## config.mk

```make
export PLATFORM = sky130hd
export DESIGN_NAME = taillight_sequencer
export DESIGN_NICKNAME = d
export VERILOG_FILES = /design/src/rtl/lab3_pkg.sv /design/src/rtl/taillight_sequencer_tick_divider.sv /design/src/rtl/taillight_sequencer.sv
export SDC_FILE = /design/constraint.sdc
export NUM_CORES = 1
export LEC_CHECK = 0
export BUFFER_PORTS_ARGS = -buffer_cell sky130_fd_sc_hd__buf_2
export CAP_MARGIN = 20
export CORE_ASPECT_RATIO = 1.1
export CORE_MARGIN = 2
export CORE_UTILIZATION = 48
export DETAILED_ROUTE_END_ITERATION = 6
export PLACE_DENSITY = 0.71
export SYNTH_ARGS = -nofsm -noshare
export SYNTH_HDL_FRONTEND = slang
export SYNTH_SLANG_ARGS = --single-unit
```

## constraint.sdc

```tcl
create_clock -name clk -period 4.53 [get_ports clk]
set_clock_uncertainty 0.05 [all_clocks]
set_input_delay 0.6795 -clock clk [delete_from_list [all_inputs] [get_ports clk]]
set_output_delay 0.6795 -clock clk [all_outputs]
set_load 0.01 [all_outputs]
```

## src/rtl/lab3_pkg.sv

```systemverilog
// -----------------------------------------------------------------------------
// lab3_pkg
//   Definitions shared by the Lab3 tail-light controller blocks: the 3-bit
//   state code that the next-state logic, the state register and the lamp
//   sequencer all use, and the lamp pattern constants.
//
//   Contents:
//     state_e       - 3-bit state code (IDLE, TURN_LEFT, TURN_RIGHT, HAZARDS)
//     LAMPS_OFF     - all three lamps of one side dark
//     LAMPS_ALL     - all three lamps of one side lit
//     decode_state  - maps a raw 3-bit code to a defined state; any code
//                     outside the four defined ones is folded onto IDLE
// -----------------------------------------------------------------------------
package lab3_pkg;

    typedef enum logic [2:0] {
        IDLE       = 3'd0,
        TURN_LEFT  = 3'd1,
        TURN_RIGHT = 3'd2,
        HAZARDS    = 3'd3
    } state_e;

    localparam logic [2:0] LAMPS_OFF = 3'b000;
    localparam logic [2:0] LAMPS_ALL = 3'b111;

    // Undefined codes (3'd4..3'd7) behave exactly like IDLE so that a
    // corrupted state register can never light a lamp.
    function automatic state_e decode_state(input logic [2:0] code);
        state_e result;
        case (code)
            3'd0:    result = IDLE;
            3'd1:    result = TURN_LEFT;
            3'd2:    result = TURN_RIGHT;
            3'd3:    result = HAZARDS;
            default: result = IDLE;
        endcase
        return result;
    endfunction

endpackage : lab3_pkg

```

## src/rtl/taillight_sequencer_tick_divider.sv

```systemverilog
// -----------------------------------------------------------------------------
// tick_divider
//   Step-rate prescaler for the tail-light sequencer. Counts 0..TICK_DIV-1
//   and wraps, raising tick for exactly the one cycle in which the count
//   equals TICK_DIV-1.
//
//   Parameters:
//     TICK_DIV - clock cycles per step, must be >= 2
//
//   Ports:
//     clk      in   system clock
//     reset_n  in   asynchronous active-low reset (count=0, tick=0)
//     clear    in   synchronous clear of the count; wins over counting
//     tick     out  registered one-cycle step pulse
// -----------------------------------------------------------------------------
module tick_divider #(
    parameter int TICK_DIV = 4
) (
    input  logic clk,
    input  logic reset_n,
    input  logic clear,
    output logic tick
);

    localparam int              CNT_W = (TICK_DIV > 2) ? $clog2(TICK_DIV) : 1;
    localparam logic [CNT_W-1:0] LAST = CNT_W'(TICK_DIV - 1);

    logic [CNT_W-1:0] count_q;
    logic [CNT_W-1:0] count_d;
    logic             tick_q;
    logic             tick_d;

    // The terminal compare is an equality, and the increment is only taken
    // below LAST, so the counter never relies on binary wrap-around and works
    // for any TICK_DIV, power of two or not.
    always_comb begin
        count_d = count_q;
        if (clear) begin
            count_d = '0;
        end else if (count_q == LAST) begin
            count_d = '0;
        end else begin
            count_d = count_q + CNT_W'(1);
        end
        // tick is registered alongside the count, so it is high exactly
        // while count_q holds LAST.
        tick_d = (count_d == LAST);
    end

    always_ff @(posedge clk or negedge reset_n) begin
        if (!reset_n) begin
            count_q <= '0;
            tick_q  <= 1'b0;
        end else begin
            count_q <= count_d;
            tick_q  <= tick_d;
        end
    end

    assign tick = tick_q;

endmodule : tick_divider

```

## src/rtl/taillight_sequencer.sv

```systemverilog
// -----------------------------------------------------------------------------
// taillight_sequencer
//   Output stage of the Lab3 tail-light controller. Takes the current state
//   code and drives timed lamp patterns on three left and three right lamps.
//   Contains its own step-rate prescaler (tick_divider) and a 2-bit phase
//   counter. All outputs are registered.
//
//   Parameters:
//     CLK_HZ   - input clock frequency in Hz
//     STEP_HZ  - lamp step rate in Hz; CLK_HZ/STEP_HZ must be >= 2
//
//   Ports:
//     clk          in   system clock
//     reset_n      in   asynchronous active-low reset
//     state[2:0]   in   current state code (lab3_pkg encoding)
//     left_lamps   out  left lamps, bit0 innermost, bit2 outermost
//     right_lamps  out  right lamps, bit0 innermost, bit2 outermost
//     step_tick    out  one-cycle pulse on each pattern step
//
//   Patterns (phase advances on each step):
//     TURN_LEFT/RIGHT : 000 -> 001 -> 011 -> 111 -> 000 ... on the active side
//     HAZARDS         : both sides 000 / 111 alternating
//     IDLE            : both sides dark
// -----------------------------------------------------------------------------
module taillight_sequencer
    import lab3_pkg::*;
#(
    parameter int CLK_HZ  = 50_000_000,
    parameter int STEP_HZ = 4
) (
    input  logic       clk,
    input  logic       reset_n,
    input  logic [2:0] state,
    output logic [2:0] left_lamps,
    output logic [2:0] right_lamps,
    output logic       step_tick
);

    localparam int TICK_DIV = CLK_HZ / STEP_HZ;

    state_e     state_q;
    state_e     state_d;
    logic [1:0] phase_q;
    logic [1:0] phase_d;
    logic [2:0] left_q;
    logic [2:0] left_d;
    logic [2:0] right_q;
    logic [2:0] right_d;
    logic       mode_change;
    logic       tick;
    logic [2:0] turn_bar;

    // -------------------------------------------------------------------------
    // Mode register input: sampled every clock, undefined codes become IDLE.
    // A mode change is judged on the folded code, so an undefined code seen
    // while already idle does not restart the counters.
    // -------------------------------------------------------------------------
    always_comb begin
        state_d = decode_state(state);
    end

    assign mode_change = (state_d != state_q);

    // -------------------------------------------------------------------------
    // Step prescaler. It is cleared on a mode change so the first step of
    // the new pattern lands a full TICK_DIV cycles after the change.
    // -------------------------------------------------------------------------
    tick_divider #(
        .TICK_DIV (TICK_DIV)
    ) u_tick_divider (
        .clk     (clk),
        .reset_n (reset_n),
        .clear   (mode_change),
        .tick    (tick)
    );

    // -------------------------------------------------------------------------
    // Phase counter. A mode change takes priority over a coincident tick, so
    // the new pattern always starts from phase 0. In HAZARDS only bit0 moves;
    // bit1 is already 0 because every entry into HAZARDS clears the phase.
    // -------------------------------------------------------------------------
    always_comb begin
        phase_d = phase_q;
        if (mode_change) begin
            phase_d = 2'd0;
        end else if (tick) begin
            if (state_q == HAZARDS) begin
                phase_d = {phase_q[1], ~phase_q[0]};
            end else begin
                phase_d = phase_q + 2'd1;
            end
        end
    end

    // -------------------------------------------------------------------------
    // Turn-signal bar graph: lamp gi is lit once the phase has passed gi,
    // giving 000, 001, 011, 111 for phases 0..3.
    // -------------------------------------------------------------------------
    genvar gi;
    generate
        for (gi = 0; gi < 3; gi++) begin : g_turn_bar
            assign turn_bar[gi] = (phase_d > 2'(gi));
        end
    endgenerate

    // -------------------------------------------------------------------------
    // Lamp decode. Built from the next mode and next phase so the registered
    // lamps always equal decode(state_q, phase_q). Phase 0 is dark in every
    // mode, which is what blanks both sides on the cycle after a mode change
    // and keeps old and new patterns from ever mixing.
    // -------------------------------------------------------------------------
    always_comb begin
        left_d  = LAMPS_OFF;
        right_d = LAMPS_OFF;
        case (state_d)
            TURN_LEFT: begin
                left_d = turn_bar;
            end
            TURN_RIGHT: begin
                right_d = turn_bar;
            end
            HAZARDS: begin
                if (phase_d[0]) begin
                    left_d  = LAMPS_ALL;
                    right_d = LAMPS_ALL;
                end
            end
            default: begin
                left_d  = LAMPS_OFF;
                right_d = LAMPS_OFF;
            end
        endcase
    end

    // -------------------------------------------------------------------------
    // State, phase and lamp registers.
    // -------------------------------------------------------------------------
    always_ff @(posedge clk or negedge reset_n) begin
        if (!reset_n) begin
            state_q <= IDLE;
            phase_q <= 2'd0;
            left_q  <= LAMPS_OFF;
            right_q <= LAMPS_OFF;
        end else begin
            state_q <= state_d;
            phase_q <= phase_d;
            left_q  <= left_d;
            right_q <= right_d;
        end
    end

    assign left_lamps  = left_q;
    assign right_lamps = right_q;
    assign step_tick   = tick;

endmodule : taillight_sequencer

```

==> impl_metrics.toml, run 1 <==
[outcome]
status = "completed"

[yosys]
synth.cell_area_mm2 = 0.00177
synthArstFlopShare_pct = 100
synth_seq_area_share_pct = 49.4
synth_top_family_by_area = "simple AND/OR/NAND/NOR gates"
synth_xor_xnor_area_share_pct = 12.9
synth_mux_area_share_pct = 0
synthCells = 179
synth.most_common_cell = "dfrtp_1"
ys_top_cells_by_area = "dfrtp_1 49%, nor2_1 7.2%, xnor2_1 6.9%, xor2_1 5.9%, nand4_1 3.5%"
syn_nets = 185
synth-seq-cells = 35
ys_warn_count = 0
synth_top_area_share_pct = 49.4
synth_compound_area_share_pct = 4.73
synthSimpleGateAreaFrac_pct = 30.3
yosys.area_share.adder_pct = 0.706
yosys.area.top_type = "dfrtp_1"
yosys-top-cells-count = "35 x dfrtp_1, 34 x nor2_1, 14 x xnor2_1"
avgSynthCellArea_um2 = 9.90
synth_edf_count = 0
yosysUniqueCellTypes = 34
synth_ff_type = "dfrtp_1"

[job]
drv_cap = 0

[clock_tree]
cts_buffers = 5
root_buffer = "clkbuf_8"
post-cts-setup-buffer-count = 0
cts_tree = "yes"
clkTransAtPathRegs_ps = 80
cts_hold_buffers = 0
htree_levels = 2
clockBufferDepth = 2
cts.sinks = 35
ctsResizeCount = 0
clk_latency_ps = 300

[setup_path]
critPathRequiredTime_ps = 4690
path_cells = "or4b_1, nor4_1, a41o_1, o211ai_1, nor4_2"
ff2ff_path_depth = 5
crit_path_start_kind = "flop"
critPathKind = "flop to flop"
worstSetupEndpointType = "flop"
cpLargestDelayFamily = "simple AND/OR/NAND/NOR gates"
worstReg2RegEnd = "u_tick_divider.tick"
crit_path_start = "u_tick_divider.count_q[14]"
max_stage_delay_ps = 720
slowest_stage = "a41o_1"
cp_max_fo = 24
crit_buf_inv = 0
crit_arrival_ps = 2690
r2r-start = "u_tick_divider.count_q[14]"
reg2reg_slack_ps = 2000

[timing]
setup_viol = 0
relSlewSlack_pct = 49.1
grt_setup_unrepaired = "false"
finalCritPeriodShare_pct = 55.9
fin_tns_setup_ps = 0
final_hold_viol_count = 0
slew_viol_final = 0
fin_crit_ps = 2530
max_freq_mhz = 395
tightest_slew_ps = 763

[grt]
track_usage_pct = 20.2
gr-total-overflow = 0
grt_pass1_vias = 1348
antenna_found_initial = 0
grt_pass1_wl_mm = 6.13
grt_max_degree = 36

[floorplan]
initial_core_util_pct = 49.3
core_area_mm2 = 0.00360
die_y_um = 67.7
top_level_ports = 12
rows = 23
dieArea_mm2 = 0.00419
die_w_um = 61.9

[placed_design]
dp_hpwl_mm = 2.63
numPortBuffers = 11
dpl_cell_area_mm2 = 0.00187
dpl.cell_count = 236
place.gp.congestion = 0.888

[min_path]
hold_path_class = "input port to asynchronous set/reset pin"

[detailed_routing]
routed_wl_mm = 3.71
ant_nets = 0
drt_iter0_markers = 56
drt-pass1-iter-count = 4
remaining_drc_errors = 0
via_per_inst = 5.63
wl_per_cell_um = 15.2
vias = 1373

[pwr]
power.density_mw_per_mm2 = 317
p_leak_nw = 0.854
p_total_mw = 0.628
irDropWorstVdd_uv = 242

[layout]
fillCellCount = 326
fin_nets = 199
final_cells = 244
fin_util_pct = 55.1
stdcell_area_mm2 = 0.00198
area_growth_pct = 11.9
drive_gt1_share_pct = 12.9
antennaDiodeCount = 0
cells in the final DEF, fill, tap and decap left out, drive strengths merged:
cell,n
ha,1
buf,11
nor2b,3
a41o,1
xor2,12
clkbuf,5
nand4b,1
nor4,8
o211ai,1
inv,4
nor4bb,2
and2,1
o21ai,1
and3b,1
a21oi,5
and3,2
nand2b,4
nor2,34
or3,2
nand4,12
nand3,8
a2111o,1
nand4bb,1
a31oi,1
a211o,1
nand2,12
o32a,1
nor3,5
dfrtp,35
xnor2,14
clkinv,2
bufinv,1
or4b,1
through the flow:
step           setup slack [ps]  hold slack, ps
2_1_floorplan              2450             334
3_3_place_gp               1920             473
3_5_place_dp               1760             478
4_1_cts                    1990             426
5_1_grt                    1880             470
6_report                   2000             398
area by class of cell:
| type | instances | area (µm²) | share of cell area (%) |
|---|---|---|---|
| tap | 50 | 62.6 | 3.16 |
| clock inverter | 3 | 43.8 | 2.21 |
| sequential | 35 | 876 | 44.2 |
| timing repair buffer | 11 | 55.1 | 2.78 |
| multi-input combinational | 136 | 861 | 43.4 |
| inverter | 4 | 15.0 | 0.758 |
| clock buffer | 5 | 68.8 | 3.47 |
power breakdown:
part           total [mW]  switching (mW)  internal [mW]
Combinational      0.0289          0.0209        0.00796
Sequential          0.320         0.00427          0.316
Clock               0.279           0.116          0.164
cells by family after synthesis:
group / Yosys count
AO/OA/AOI/OAI: 12
XOR/XNOR: 26
adder cells (fa/ha/maj): 1
buffers and inverters: 8
flip-flops: 35
AND/OR/NAND/NOR: 97
state kept, by name, summed over array words and instances, names as in the netlist:
signal                  cells
u_tick_divider.count_q     24
u_tick_divider.tick         1
phase_q                     2
right_lamps                 3
state_q                     2
left_lamps                  3
worst max path at each step:
| stage | to | depth (start not counted) |
|---|---|---|
| after floorplan | u_tick_divider.tick | 6 |
| after global placement | u_tick_divider.tick | 7 |
| after detailed placement | u_tick_divider.tick | 7 |
| after CTS | u_tick_divider.tick | 5 |
| after global routing | u_tick_divider.tick | 5 |
| final | u_tick_divider.tick | 5 |
metal layers:
layer	vias to the layer above	share of wire, %	track usage [%]
met2	47	51	33.9
met4	0	1.8	7.71
met3	8	4.7	4.98
met1	665	43	24.4
met5	-	0	0
li1	653	-	-
No activity file was read; power rests on OpenSTA's default activity.
==> inputs of run 2 (changes only) <==
--- a/config.mk
+++ b/config.mk
@@ -11,7 +11,7 @@
 export CORE_MARGIN = 2
 export CORE_UTILIZATION = 48
 export DETAILED_ROUTE_END_ITERATION = 6
-export PLACE_DENSITY = 0.71
+export PLACE_DENSITY = 0.73
 export SYNTH_ARGS = -nofsm -noshare
 export SYNTH_HDL_FRONTEND = slang
 export SYNTH_SLANG_ARGS = --single-unit
==> constraint.sdc (replaced) <==
create_clock -name clk -period 2.1 [get_ports clk]
set_clock_uncertainty 0.05 [all_clocks]
set_input_delay 0.315 -clock clk [delete_from_list [all_inputs] [get_ports clk]]
set_output_delay 0.315 -clock clk [all_outputs]
set_load 0.01 [all_outputs]
==> run 2 against run 1 <==
  * Wire length grew 4.9%
  * Highest routed layer unchanged
  * Die area is the same
  * Non-clock buffer count grew 14
  * First-iteration DRC count grew 39%
  * Sequential power grew 120%
  * Clock power grew 120%
  * Combinational power grew to 3.0 times the previous value
  * Via count grew 6.9%
  * Fmax grew 25%
  * Core utilization grew 4.2 points
  * Power grew 120%
  * Setup slack lost 1900 ps
==> impl_metrics.toml, run 2 (synthesis gave the netlist of run 1 again) <==
[outcome]
status = "completed"

[layout]
drive_gt1_share_pct = 22.6
final_cells = 258
antennaDiodeCount = 0
fin_util_pct = 59.3
regMostFlops = "u_tick_divider.count_q"
area_growth_pct = 20.3
fin_nets = 213
stdcell_area_mm2 = 0.00213
final_cell_mix = "33 x nor2_1, 33 x dfrtp_1, 14 x xnor2_1, 14 x buf_4"
fillCellCount = 318
largest_reg_flops = 24

[detailed_routing]
via_per_inst = 5.69
drt_iter0_markers = 78
routed_wl_mm = 3.89
vias = 1468
wl_per_cell_um = 15.1
ant_nets = 0
remaining_drc_errors = 0
drt-pass1-iter-count = 4

[timing]
fin_crit_ps = 2020
slew_viol_final = 0
relSlewSlack_pct = 50.0
tightest_slew_ps = 750
finalCritPeriodShare_pct = 96.3
final_hold_viol_count = 0
fin_tns_setup_ps = 0
grt_setup_unrepaired = "false"
setup_viol = 0
max_freq_mhz = 494
hold-worst-slack_ps = 41.1
setup_ws_ps = 76.9

[setup_path]
critPathKind = "flop to flop"
worstReg2RegEnd = "u_tick_divider.tick"
worstSetupEndpointType = "flop"
ff2ff_path_depth = 6
critPathRequiredTime_ps = 2250
r2r-start = "u_tick_divider.count_q[7]"
cp_max_fo = 6
crit_arrival_ps = 2180
reg2reg_slack_ps = 80
crit_path_start_kind = "flop"
crit_path_start = "u_tick_divider.count_q[7]"

[grt]
grt_max_degree = 36
grt_pass1_wl_mm = 6.49
track_usage_pct = 22.0
grt_pass1_vias = 1412
gr-total-overflow = 0
antenna_found_initial = 0

[placed_design]
dpl.cell_count = 249
numPortBuffers = 11
pre_cts_ws_ps = 11.9
place.gp.congestion = 0.909
dpl_cell_area_mm2 = 0.00197
dp_hpwl_mm = 2.83

[pwr]
irDropWorstVdd_uv = 367
p_leak_nw = 0.932
intPower_mw = 1.10
netSwitchingPower_mw = 0.299
combPwrFrac_pct = 6.2
p_seq_share_pct = 49.3
switching_share_pct = 21.4
power.density_mw_per_mm2 = 655
power.share.clock_pct = 44.5
p_total_mw = 1.40

[clock_tree]
root_buffer = "clkbuf_8"
cts_buffers = 5
htree_levels = 2
cts_hold_buffers = 0
cts_tree = "yes"
clkTransAtPathRegs_ps = 70
clockBufferDepth = 2
clk_latency_ps = 290
cts.sinks = 35

[floorplan]
core_area_mm2 = 0.00360
dieArea_mm2 = 0.00419
top_level_ports = 12
rows = 23
die_y_um = 67.7
die_w_um = 61.9
initial_core_util_pct = 49.3

[min_path]
hold_path_class = "input port to asynchronous set/reset pin"

[job]
drv_cap = 0
==> run 2: power by group through the flow <==
stage               clock [mW]  combinational (mW)  sequential, mW
floorplan                    0              0.0378           0.702
global placement             0              0.0819           0.700
detailed placement           0              0.0849           0.701
CTS                      0.630              0.0875           0.688
global route             0.666              0.0981           0.689
finish                   0.621              0.0870           0.689
==> run 2: how the worst max path moves through the flow <==
stage | end | depth (start not counted) | slack, ps
global placement | u_tick_divider.tick | 7 | 100
CTS | u_tick_divider.tick | 7 | 20
detailed placement | u_tick_divider.tick | 6 | 10
global route | u_tick_divider.tick | 6 | 8
floorplan | u_tick_divider.tick | 7 | 20
finish | u_tick_divider.tick | 6 | 80
==> run 2: critical path, cell delays in order (launching register included) <==
cell	delay, ps
dfrtp_1	500
nand3_2	200
nor3_4	240
nand3_1	110
xor2_1	170
a2111o_1	400
nor4_2	260
==> run 2: repair_timing <==
action | 4_1_cts | 5_1_grt
pin swaps | 0 | 2
endpoints found under the setup margin | 1 | 1
resized for setup | 1 | 8
setup buffers | 0 | 1
==> run 2: cell type report <==
type | instances | area [µm²] | share of cell area (%)
Inverter | 4 | 15.0 | 0.704
Tap cell | 50 | 62.6 | 2.93
Sequential cell | 35 | 878 | 41.2
Timing Repair Buffer | 25 | 160 | 7.51
Clock inverter | 2 | 35.0 | 1.64
Multi-Input combinational cell | 136 | 898 | 42.1
Clock buffer | 6 | 82.6 | 3.87
==> run 2: routing by layer <==
layer / track usage [%] / part of all wire (%) / up-vias
li1: - / - / 683
met2: 37.4 / 52 / 52
met4: 10.4 / 3.3 / 0
met5: 0 / 0 / -
met1: 24.5 / 38 / 718
met3: 6.70 / 6.4 / 15
